==> config.mk <==
export PLATFORM = sky130hd
export DESIGN_NAME = calc_nport
export DESIGN_NICKNAME = d
export VERILOG_FILES = /design/src/rtl/calc_nport.sv
export SDC_FILE = /design/constraint.sdc
export NUM_CORES = 2
export LEC_CHECK = 0
export CAP_MARGIN = 25
export CORE_ASPECT_RATIO = 1.2
export CORE_MARGIN = 1.5
export CORE_UTILIZATION = 45
export DETAILED_ROUTE_END_ITERATION = 16
export GPL_TIMING_DRIVEN = 0
export SKIP_LAST_GASP = 1
export SLEW_MARGIN = 5
export SYNTH_ARGS = -nofsm -noshare
export SYNTH_HDL_FRONTEND = slang
export SYNTH_SLANG_ARGS = --single-unit
==> constraint.sdc <==
create_clock -name c_clk -period 22.5 [get_ports c_clk]
set_input_delay 3.375 -clock c_clk [delete_from_list [all_inputs] [get_ports c_clk]]
set_output_delay 3.375 -clock c_clk [all_outputs]
set_load 0.01 [all_outputs]
==> src/rtl/calc_nport.sv <==
// Multi-port calculator core: per-port request queues feed one round-robin arbitrated
// add/sub/shift stage. Define CALC_ROTATE_EN to build rotate support for cmds 9/10.
module calc_nport #(
   parameter int PORTS  = 4,
   parameter int DATA_W = 32,
   parameter int QDEPTH = 4,
   parameter int TAG_W  = 2
) (
   input  logic                      c_clk,
   input  logic                      reset,
   input  logic [4*PORTS-1:0]        req_cmd_in,
   input  logic [DATA_W*PORTS-1:0]   req_data_in,
   input  logic [TAG_W*PORTS-1:0]    req_tag_in,
   output logic [PORTS-1:0]          req_full,
   output logic [2*PORTS-1:0]        out_resp,
   output logic [DATA_W*PORTS-1:0]   out_data,
   output logic [TAG_W*PORTS-1:0]    out_tag
);

   localparam int PW = (PORTS > 1) ? $clog2(PORTS) : 1;
   localparam int QW = $clog2(QDEPTH);
   localparam int SW = $clog2(DATA_W);

   typedef struct packed {
      logic [3:0]        cmd;
      logic [DATA_W-1:0] op1;
      logic [DATA_W-1:0] op2;
      logic [TAG_W-1:0]  tag;
   } entry_t;

   entry_t            w_head [PORTS];
   logic [PORTS-1:0]  w_nempty;
   logic [PORTS-1:0]  w_deq;
   logic              w_gnt_vld;
   logic [PW-1:0]     w_gnt;
   logic [PW:0]       w_idx;

   logic              r_d_vld;
   logic [PW-1:0]     r_d_port;
   entry_t            r_d;
   logic [PW-1:0]     r_ptr;

   logic [DATA_W:0]   w_sum;
   logic [SW-1:0]     w_sh;
   logic [1:0]        w_resp;
   logic [DATA_W-1:0] w_res;

   for (genvar g = 0; g < PORTS; g++) begin : g_port
      logic              r_pend;
      logic [3:0]        r_cmd;
      logic [DATA_W-1:0] r_op1;
      logic [TAG_W-1:0]  r_tag;
      logic [QW-1:0]     r_wptr;
      logic [QW-1:0]     r_rptr;
      logic [QW:0]       r_cnt;
      logic              r_full;
      entry_t            r_mem [QDEPTH];
      logic [3:0]        w_cmd;
      logic [QW:0]       w_cnt_nxt;
      logic [1:0]        r_oresp;
      logic [DATA_W-1:0] r_odata;
      logic [TAG_W-1:0]  r_otag;

      assign w_cmd       = req_cmd_in[4*g +: 4];
      assign w_deq[g]    = w_gnt_vld && (w_gnt == PW'(g));
      assign w_nempty[g] = (r_cnt != '0);
      assign w_head[g]   = r_mem[r_rptr];
      assign req_full[g] = r_full;
      assign out_resp[2*g +: 2]           = r_oresp;
      assign out_data[DATA_W*g +: DATA_W] = r_odata;
      assign out_tag[TAG_W*g +: TAG_W]    = r_otag;

      always_comb begin
         w_cnt_nxt = r_cnt;
         if (r_pend)   w_cnt_nxt = w_cnt_nxt + (QW+1)'(1);
         if (w_deq[g]) w_cnt_nxt = w_cnt_nxt - (QW+1)'(1);
      end

      // r_pend marks the op2 cycle; its command bits are ignored by construction
      always_ff @(posedge c_clk or posedge reset) begin
         if (reset) begin
            r_pend <= 1'b0;
            r_cmd  <= '0;
            r_op1  <= '0;
            r_tag  <= '0;
            r_wptr <= '0;
            r_rptr <= '0;
            r_cnt  <= '0;
            r_full <= 1'b0;
         end else begin
            r_cnt  <= w_cnt_nxt;
            r_full <= (w_cnt_nxt == (QW+1)'(QDEPTH));
            if (w_deq[g]) r_rptr <= r_rptr + QW'(1);
            if (r_pend) begin
               r_pend <= 1'b0;
               r_wptr <= r_wptr + QW'(1);
            end else if (w_cmd != 4'd0 && !r_full) begin
               r_pend <= 1'b1;
               r_cmd  <= w_cmd;
               r_op1  <= req_data_in[DATA_W*g +: DATA_W];
               r_tag  <= req_tag_in[TAG_W*g +: TAG_W];
            end
         end
      end

      always_ff @(posedge c_clk) begin
         if (r_pend) r_mem[r_wptr] <= {r_cmd, r_op1, req_data_in[DATA_W*g +: DATA_W], r_tag};
      end

      always_ff @(posedge c_clk or posedge reset) begin
         if (reset) begin
            r_oresp <= '0;
            r_odata <= '0;
            r_otag  <= '0;
         end else if (r_d_vld && r_d_port == PW'(g)) begin
            r_oresp <= w_resp;
            r_odata <= w_res;
            r_otag  <= r_d.tag;
         end else begin
            r_oresp <= '0;
            r_odata <= '0;
            r_otag  <= '0;
         end
      end
   end

   // r_ptr is the first port searched, i.e. one past the last grant
   always_comb begin
      w_gnt_vld = 1'b0;
      w_gnt     = '0;
      w_idx     = '0;
      for (int i = 0; i < PORTS; i++) begin
         w_idx = {1'b0, r_ptr} + (PW+1)'(i);
         if (w_idx >= (PW+1)'(PORTS)) w_idx = w_idx - (PW+1)'(PORTS);
         if (!w_gnt_vld && w_nempty[w_idx[PW-1:0]]) begin
            w_gnt_vld = 1'b1;
            w_gnt     = w_idx[PW-1:0];
         end
      end
   end

   always_ff @(posedge c_clk or posedge reset) begin
      if (reset) begin
         r_d_vld  <= 1'b0;
         r_d_port <= '0;
         r_d      <= '0;
         r_ptr    <= '0;
      end else begin
         r_d_vld <= w_gnt_vld;
         if (w_gnt_vld) begin
            r_d_port <= w_gnt;
            r_d      <= w_head[w_gnt];
            r_ptr    <= (w_gnt == PW'(PORTS-1)) ? '0 : w_gnt + PW'(1);
         end
      end
   end

   assign w_sum = {1'b0, r_d.op1} + {1'b0, r_d.op2};
   assign w_sh  = r_d.op2[SW-1:0];

`ifdef CALC_ROTATE_EN
   logic [SW:0] w_nsh;
   assign w_nsh = (SW+1)'(DATA_W) - {1'b0, w_sh};
`endif

   always_comb begin
      w_resp = 2'd3;
      w_res  = '0;
      case (r_d.cmd)
         4'd1: begin
            if (w_sum[DATA_W]) w_resp = 2'd2;
            else begin
               w_resp = 2'd1;
               w_res  = w_sum[DATA_W-1:0];
            end
         end
         4'd2: begin
            if (r_d.op2 > r_d.op1) w_resp = 2'd2;
            else begin
               w_resp = 2'd1;
               w_res  = r_d.op1 - r_d.op2;
            end
         end
         4'd5: begin
            w_resp = 2'd1;
            w_res  = r_d.op1 << w_sh;
         end
         4'd6: begin
            w_resp = 2'd1;
            w_res  = r_d.op1 >> w_sh;
         end
`ifdef CALC_ROTATE_EN
         // a shift by DATA_W yields zero, so rotate by 0 returns op1 unchanged
         4'd9: begin
            w_resp = 2'd1;
            w_res  = (r_d.op1 << w_sh) | (r_d.op1 >> w_nsh);
         end
         4'd10: begin
            w_resp = 2'd1;
            w_res  = (r_d.op1 >> w_sh) | (r_d.op1 << w_nsh);
         end
`endif
         default: begin
            w_resp = 2'd3;
            w_res  = '0;
         end
      endcase
   end

endmodule

=== Yosys cells after proc, flatten, opt, wreduce, memory -nomap -nowiden ===
Memories as Yosys holds them, arrays and structs flattened.
Index checks and enable logic that the tools add are counted.

* Register bits after elaboration: 407
* Logic and storage cells: 215
* Memories: 4
* Memory bits (writable): 1120
* Output and inout port bits: 148
* Input port bits: 154

* Shift operators: 2
* Bitwise logic cells: 5
* Order comparisons: 10
* Muxes and demuxes: 66
* Equality and inequality tests: 14
* Reduce and logical (&&, ||, !) cells: 37
* Add/subtract/negate cells: 26

{| class="wikitable"
|+ Memory list
! name !! depth !! bits a word !! rd ports !! clocked after memory_dff !! wr ports !! RTL line !! source
|-
| g_port[0].r_mem || 4 || 70 || 1 || 0 || 1 || 57 || <nowiki>entry_t r_mem [QDEPTH];</nowiki>
|-
| g_port[1].r_mem || 4 || 70 || 1 || 0 || 1 || 57 ||
|-
| g_port[2].r_mem || 4 || 70 || 1 || 0 || 1 || 57 ||
|-
| g_port[3].r_mem || 4 || 70 || 1 || 0 || 1 || 57 ||
|}

{| class="wikitable"
|+ Operators by type and width
! cell !! number
|-
| 32-bit 2-to-1 mux || 6
|-
| 70-bit binary-select mux with 2-bit select || 1
|-
| 70-bit 2-to-1 mux || 2
|-
| 32-bit case mux with 4 select lines || 1
|-
| 2-bit 2-to-1 mux || 19
|-
| 32-bit by 32-bit adder with 33-bit output || 1
|-
| 32-bit > comparator || 1
|-
| 32-bit by 5-bit left shift with 32-bit output || 1
|-
| 32-bit by 5-bit >> shifter with 32-bit output || 1
|-
| 32-bit subtractor || 1
|-
| 1-bit 2-to-1 mux || 24
|-
| 3-bit 2-to-1 mux || 8
|-
| 2-bit by 1-bit adder with 2-bit output (second input constant) || 9
|-
| 4-bit nonzero test || 4
|-
| 1-bit logical AND || 15
|-
| 3-bit by 1-bit adder with 3-bit output (second input constant) || 4
|-
| 3-bit equality test (second input constant) || 4
|-
| 3-bit >= comparator (second input constant) || 4
|-
| 2-bit by 3-bit less-than comparator with 1-bit output (second input constant) || 4
|-
| 3-bit nonzero test || 4
|-
| 3-bit by 1-bit subtractor with 3-bit output (second input constant) || 4
|-
| 1-bit binary-select mux with 2-bit select || 4
|-
| 2-bit equality test (second input constant) || 4
|-
| 4-bit by 3-bit equality test with 1-bit output (second input constant) || 2
|-
| other kinds (14) || 32
|}

=== Depth between registers and ports, before layout ===
* Depth after elaboration: 18
* Depth in mapped cells: 16
* Gate-level depth less buffers: 13

=== Worst setup path before layout ===
OpenSTA, ideal clock, no wires.

* Path type: input to register
* Start: in req_cmd_in[0]
* End: reg g_port[0].r_cmd[0]
* Arrival time: 4.588 ns
* Buffers on the path: 2
* Setup time: 0.065 ns
* Data required time: 22.435 ns
* Cell stages on the path: 5
* Path slack: 17.847 ns
* Cell sequence: o41ai_1 > clkbuf_1 > clkbuf_1 > nand2_1 > nand2_1

* Longest elaborated chain between the ends: 3

{| class="wikitable"
|+ Ends and longest elaborated chain
! item !! RTL line !! source
|-
| start, declared || 11 || <nowiki>input logic [4*PORTS-1:0] req_cmd_in,</nowiki>
|-
| 4-bit nonzero test || 97 || <nowiki>end else if (w_cmd != 4'd0 && !r_full) begin</nowiki>
|-
| 1-bit logical AND || 97 ||
|-
| 2-bit AND reduction (no line) || -- ||
|-
| end signal, assigned || 99 || <nowiki>r_cmd <= w_cmd;</nowiki>
|-
| end, declared || 50 || <nowiki>logic [3:0] r_cmd;</nowiki>
|}

Several ways; a longest one is shown, not always the timed one.
A chain may end at the register's enable or synchronous reset.

=== Worst setup path after layout ===
* Start: reg r_d[4] (netlist bit)
* End: reg g_port[3].r_odata[28]

* Longest elaborated chain between the ends: 4
* Elaborated cells between the ends (all ways): 9
* Those cells by class: add/sub: 2; order compare: 1; shift: 2; mux: 4

{| class="wikitable"
|+ Ends and longest elaborated chain
! item !! RTL line !! source
|-
| start, declared || 40 || <nowiki>entry_t r_d;</nowiki>
|-
| start signal, assigned || 152 || <nowiki>r_d <= w_head[w_gnt];</nowiki>
|-
| 32-bit subtractor (tied with other cells) || 181 || <nowiki>w_res = r_d.op1 - r_d.op2;</nowiki>
|-
| 32-bit 2-to-1 mux, on equally long branches || 178, 171 ||
|-
| 32-bit case mux with 4 select lines * || 169 || <nowiki>case (r_d.cmd)</nowiki>
|-
| 32-bit 2-to-1 mux * || 115 || <nowiki>end else if (r_d_vld && r_d_port == PW'(g)) begin</nowiki>
|-
| end signal, assigned || 117 || <nowiki>r_odata <= w_res;</nowiki>
|-
| end, declared || 61 || <nowiki>logic [DATA_W-1:0] r_odata;</nowiki>
|}

Mark *: on every way between the ends. The rest lies on a longest branch, timed or not.

==> flow_metrics.env <==
export IMPL_clk_pin_slew_ps=80
export IMPL_yosys_warnings=0
export IMPL_num_rows=151
export IMPL_wl_met3_um=13700
export IMPL_netlist_area_um2=64200
export IMPL_final_antenna_net_count=0
export IMPL_grt_start_max_net_pins=123
export IMPL_critPathLaunchType="flip-flop"
export IMPL_ff_latch_area_um2=43800
export IMPL_status="completed"
export IMPL_drt_pass1_iter_count=6
export IMPL_track_usage_pct=28.3
export IMPL_peakVddDrop_v=0.000102
export IMPL_vias_per_cell=5.93
export IMPL_die_x_um=348
export IMPL_rsz0062_at_grt="no"
export IMPL_finalHoldViolations=0
export IMPL_async_flop_share_pct=26.7
export IMPL_place_hpwl_um=150000
export IMPL_r2r_end="g_port[3].r_odata[28]"
export IMPL_gp_congestion=0.995
export IMPL_drt_initial_drc_count=3905
export IMPL_layout_setup_ws_ps=15860
export IMPL_syn_area_per_cell_um2=14.8
export IMPL_multiInputGateArea_um2=19000
export IMPL_required_ps=23150
export IMPL_synth_edf_count=1120
export IMPL_antenna_found_initial=11
export IMPL_slew_violations=0
export IMPL_worst_slew_pin_slew_ps=1120
export IMPL_fin_cells=6788
export IMPL_end_kind="flip-flop"
export IMPL_wl_met2_um=96200
export IMPL_die_h_um=417
export IMPL_placedCellCount=6489
export IMPL_finalCritPeriodShare_pct=29.5
export IMPL_synth_ff_type="edfxtp_1"
export IMPL_ys_seq_elements=1527
export IMPL_grt_pass1_wl_um=291000
export IMPL_gr_total_overflow=0
export IMPL_num_vias=40200
export IMPL_cp_max_fo=10
export IMPL_drive_gt1_share_pct=14.2
export IMPL_min_to="g_port[2].r_mem[1][53]"
export IMPL_rrSetupSlack_ps=15860
export IMPL_power_density_nw_per_um2=179
export IMPL_max_slew_margin_pct=24.2
export IMPL_initial_utilization_pct=45.4
export IMPL_yosys_cell_types_count=85
export IMPL_area_growth_pct=17.5
export IMPL_maxUsedRoutingLayer="met5"
export IMPL_clk_latency_ps=810
export IMPL_preCtsSetupSlack_ps=16200
export IMPL_ff2ff_path_depth=15
export IMPL_postSynthCellCount=4328
export IMPL_clock_path_buffers=3
export IMPL_post_cts_buffers=0
export IMPL_route_detailed_drc=0
export IMPL_startpoint="r_d[4]"
export IMPL_rr_startpoint="r_d[4]"
export IMPL_tns_ps=0
export IMPL_nFillCells=11700
export IMPL_cts_resized_gates=0
export IMPL_cts_buffers=150
export IMPL_wl_um=204000
export IMPL_path_class="reg -> reg"
export IMPL_yosysSeqAreaShare_pct=68.3
export IMPL_syn_num_nets=4582
export IMPL_hold_buffers=0
export IMPL_skew_ps=44.8
export IMPL_clock_fmax_mhz=151
export IMPL_cts_tree="yes"
export IMPL_hp_start="g_port[2].r_op1[19]"
export IMPL_fin_nets=5069
export IMPL_hold_path_depth=0
export IMPL_clkSinkCount=1527
export IMPL_cts_root_buf="clkbuf_16"
export IMPL_dieArea_um2=145000
export IMPL_min_period_ps=6640
export IMPL_setup_violations=0
export IMPL_max_cap_violations=0
export IMPL_ioPinCount=302
export IMPL_grt_pass1_vias=39600
export IMPL_wire_per_inst_um=30.1
export IMPL_io_buffers=301
export IMPL_hold_path_class="reg -> reg"
export IMPL_wl_met1_um=82200
export IMPL_leakage_nw=27.8
export IMPL_htreeDepth=4
export IMPL_coreArea_um2=141000
export IMPL_cp_arrival_ps=7290
## sequential cells by signal, indices dropped and copies added, names as in the netlist
signal / cells
g_port.r_cmd: 16
g_port.r_cnt: 12
g_port.r_full: 4
g_port.r_mem: 1120
g_port.r_odata: 128
g_port.r_op1: 128
g_port.r_oresp: 8
g_port.r_otag: 8
g_port.r_pend: 4
g_port.r_rptr: 8
g_port.r_tag: 8
g_port.r_wptr: 8
r_d: 70
r_d_port: 2
r_d_vld: 1
r_ptr: 2
## area by class of cell
type,count,area share (%)
Sequential cell,1527,58.1
Multi-Input combinational cell,2447,25.2
Clock buffer,214,5.74
Timing Repair Buffer,335,4.95
Tap cell,1836,3.05
Buffer,254,1.36
Clock inverter,68,1.08
Inverter,100,0.508
Antenna cell,7,0.0232
## power by group
part / internal (mW) / leakage, nW / switching, mW / total [mW]
Sequential: 4.17 / 15.4 / 0.572 / 4.74
Clock: 1.47 / 2.53 / 1.11 / 2.58
Combinational: 2.08 / 9.86 / 4.07 / 6.15
## per-stage QoR
stage          total power [mW]  util [%]  cell area [µm²]  hold slack, ps
6_report                   13.5      53.4            75400             507
3_5_place_dp               10.8      49.6            70100             497
2_1_floorplan              8.07         -            64200             476
5_1_grt                    14.0      53.3            75400             525
3_3_place_gp               10.8      49.2            69500             489
4_1_cts                    13.4      53.3            75300             506
## cell usage after synthesis, drive strengths merged, types with 21 or more instances
cell	n	area (µm²)
edfxtp	1120	33600
nand2	836	3140
dfrtp	407	10200
nand3	97	485
a31oi	85	547
o21ai	174	871
inv	96	360
mux2i	55	551
a21o	21	158
ha	98	1230
clkbuf	192	723
buf	62	303
nor2	229	860
and2	50	313
mux4	321	7230
a21oi	100	504
nor3	23	115
## cells in the final DEF, fill, tap and decap left out, drive strengths merged, types with 14 or more instances in the layout
cell type / count
mux2: 14
a31oi: 85
nand2b: 18
inv: 106
mux4: 321
ha: 98
o211ai: 20
clkbuf: 407
nor2: 229
nand3: 97
a21oi: 100
a21o: 21
xor2: 16
a211oi: 16
buf: 95
o21ai: 174
a221o: 19
a221oi: 17
clkinv: 51
edfxtp: 1120
o221ai: 17
nand2: 836
nand4: 15
and2: 50
dfrtp: 407
mux2i: 55
nor3: 23
nor2b: 19
clkdlybuf4s50: 301
## routing by layer
metal / vias to the layer above / track usage (%)
li1: 17300 / -
met1: 20800 / 37.9
met2: 1727 / 44.6
met3: 407 / 4.63
met4: 12 / 15.2
met5: - / 0
## critical path, stage by stage, from the launching register on
cell and delay, ps:
dfrtp_1 420, clkbuf_1 340, inv_2 370, buf_1 590
clkbuf_1 760, ha_1 450, nor2b_1 180, o2111ai_1 330
a31oi_1 250, o2111ai_1 520, a211o_1 220, buf_2 240
buf_1 640, o221ai_1 330, a21boi_0 670, nor2_1 130
## worst max-delay path by stage
stage | cells past startpoint | slack [ps] | to
floorplan | 1 | 7800 | g_port[0].r_cmd[0]
global placement | 2 | 820 | g_port[0].r_op1[19]
detailed placement | 14 | 16200 | g_port[0].r_odata[22]
CTS | 14 | 16140 | g_port[0].r_odata[22]
global route | 15 | 15800 | g_port[1].r_odata[28]
finish | 15 | 15860 | g_port[3].r_odata[28]
## logic make-up (layout without fill, tap and decap cells)
kind of cell | after synthesis | after routing | synth area share (%)
xor+xnor | 28 | 28 | 0.382
buf+inv | 354 | 971 | 2.18
simple gates | 1346 | 1346 | 8.83
compound gates | 583 | 583 | 5.97
mux | 390 | 390 | 12.4
other cells | 0 | 7 | 0
fa+ha+maj | 100 | 100 | 1.97
flops | 1527 | 1527 | 68.3
(Power assumes the default switching activity.)
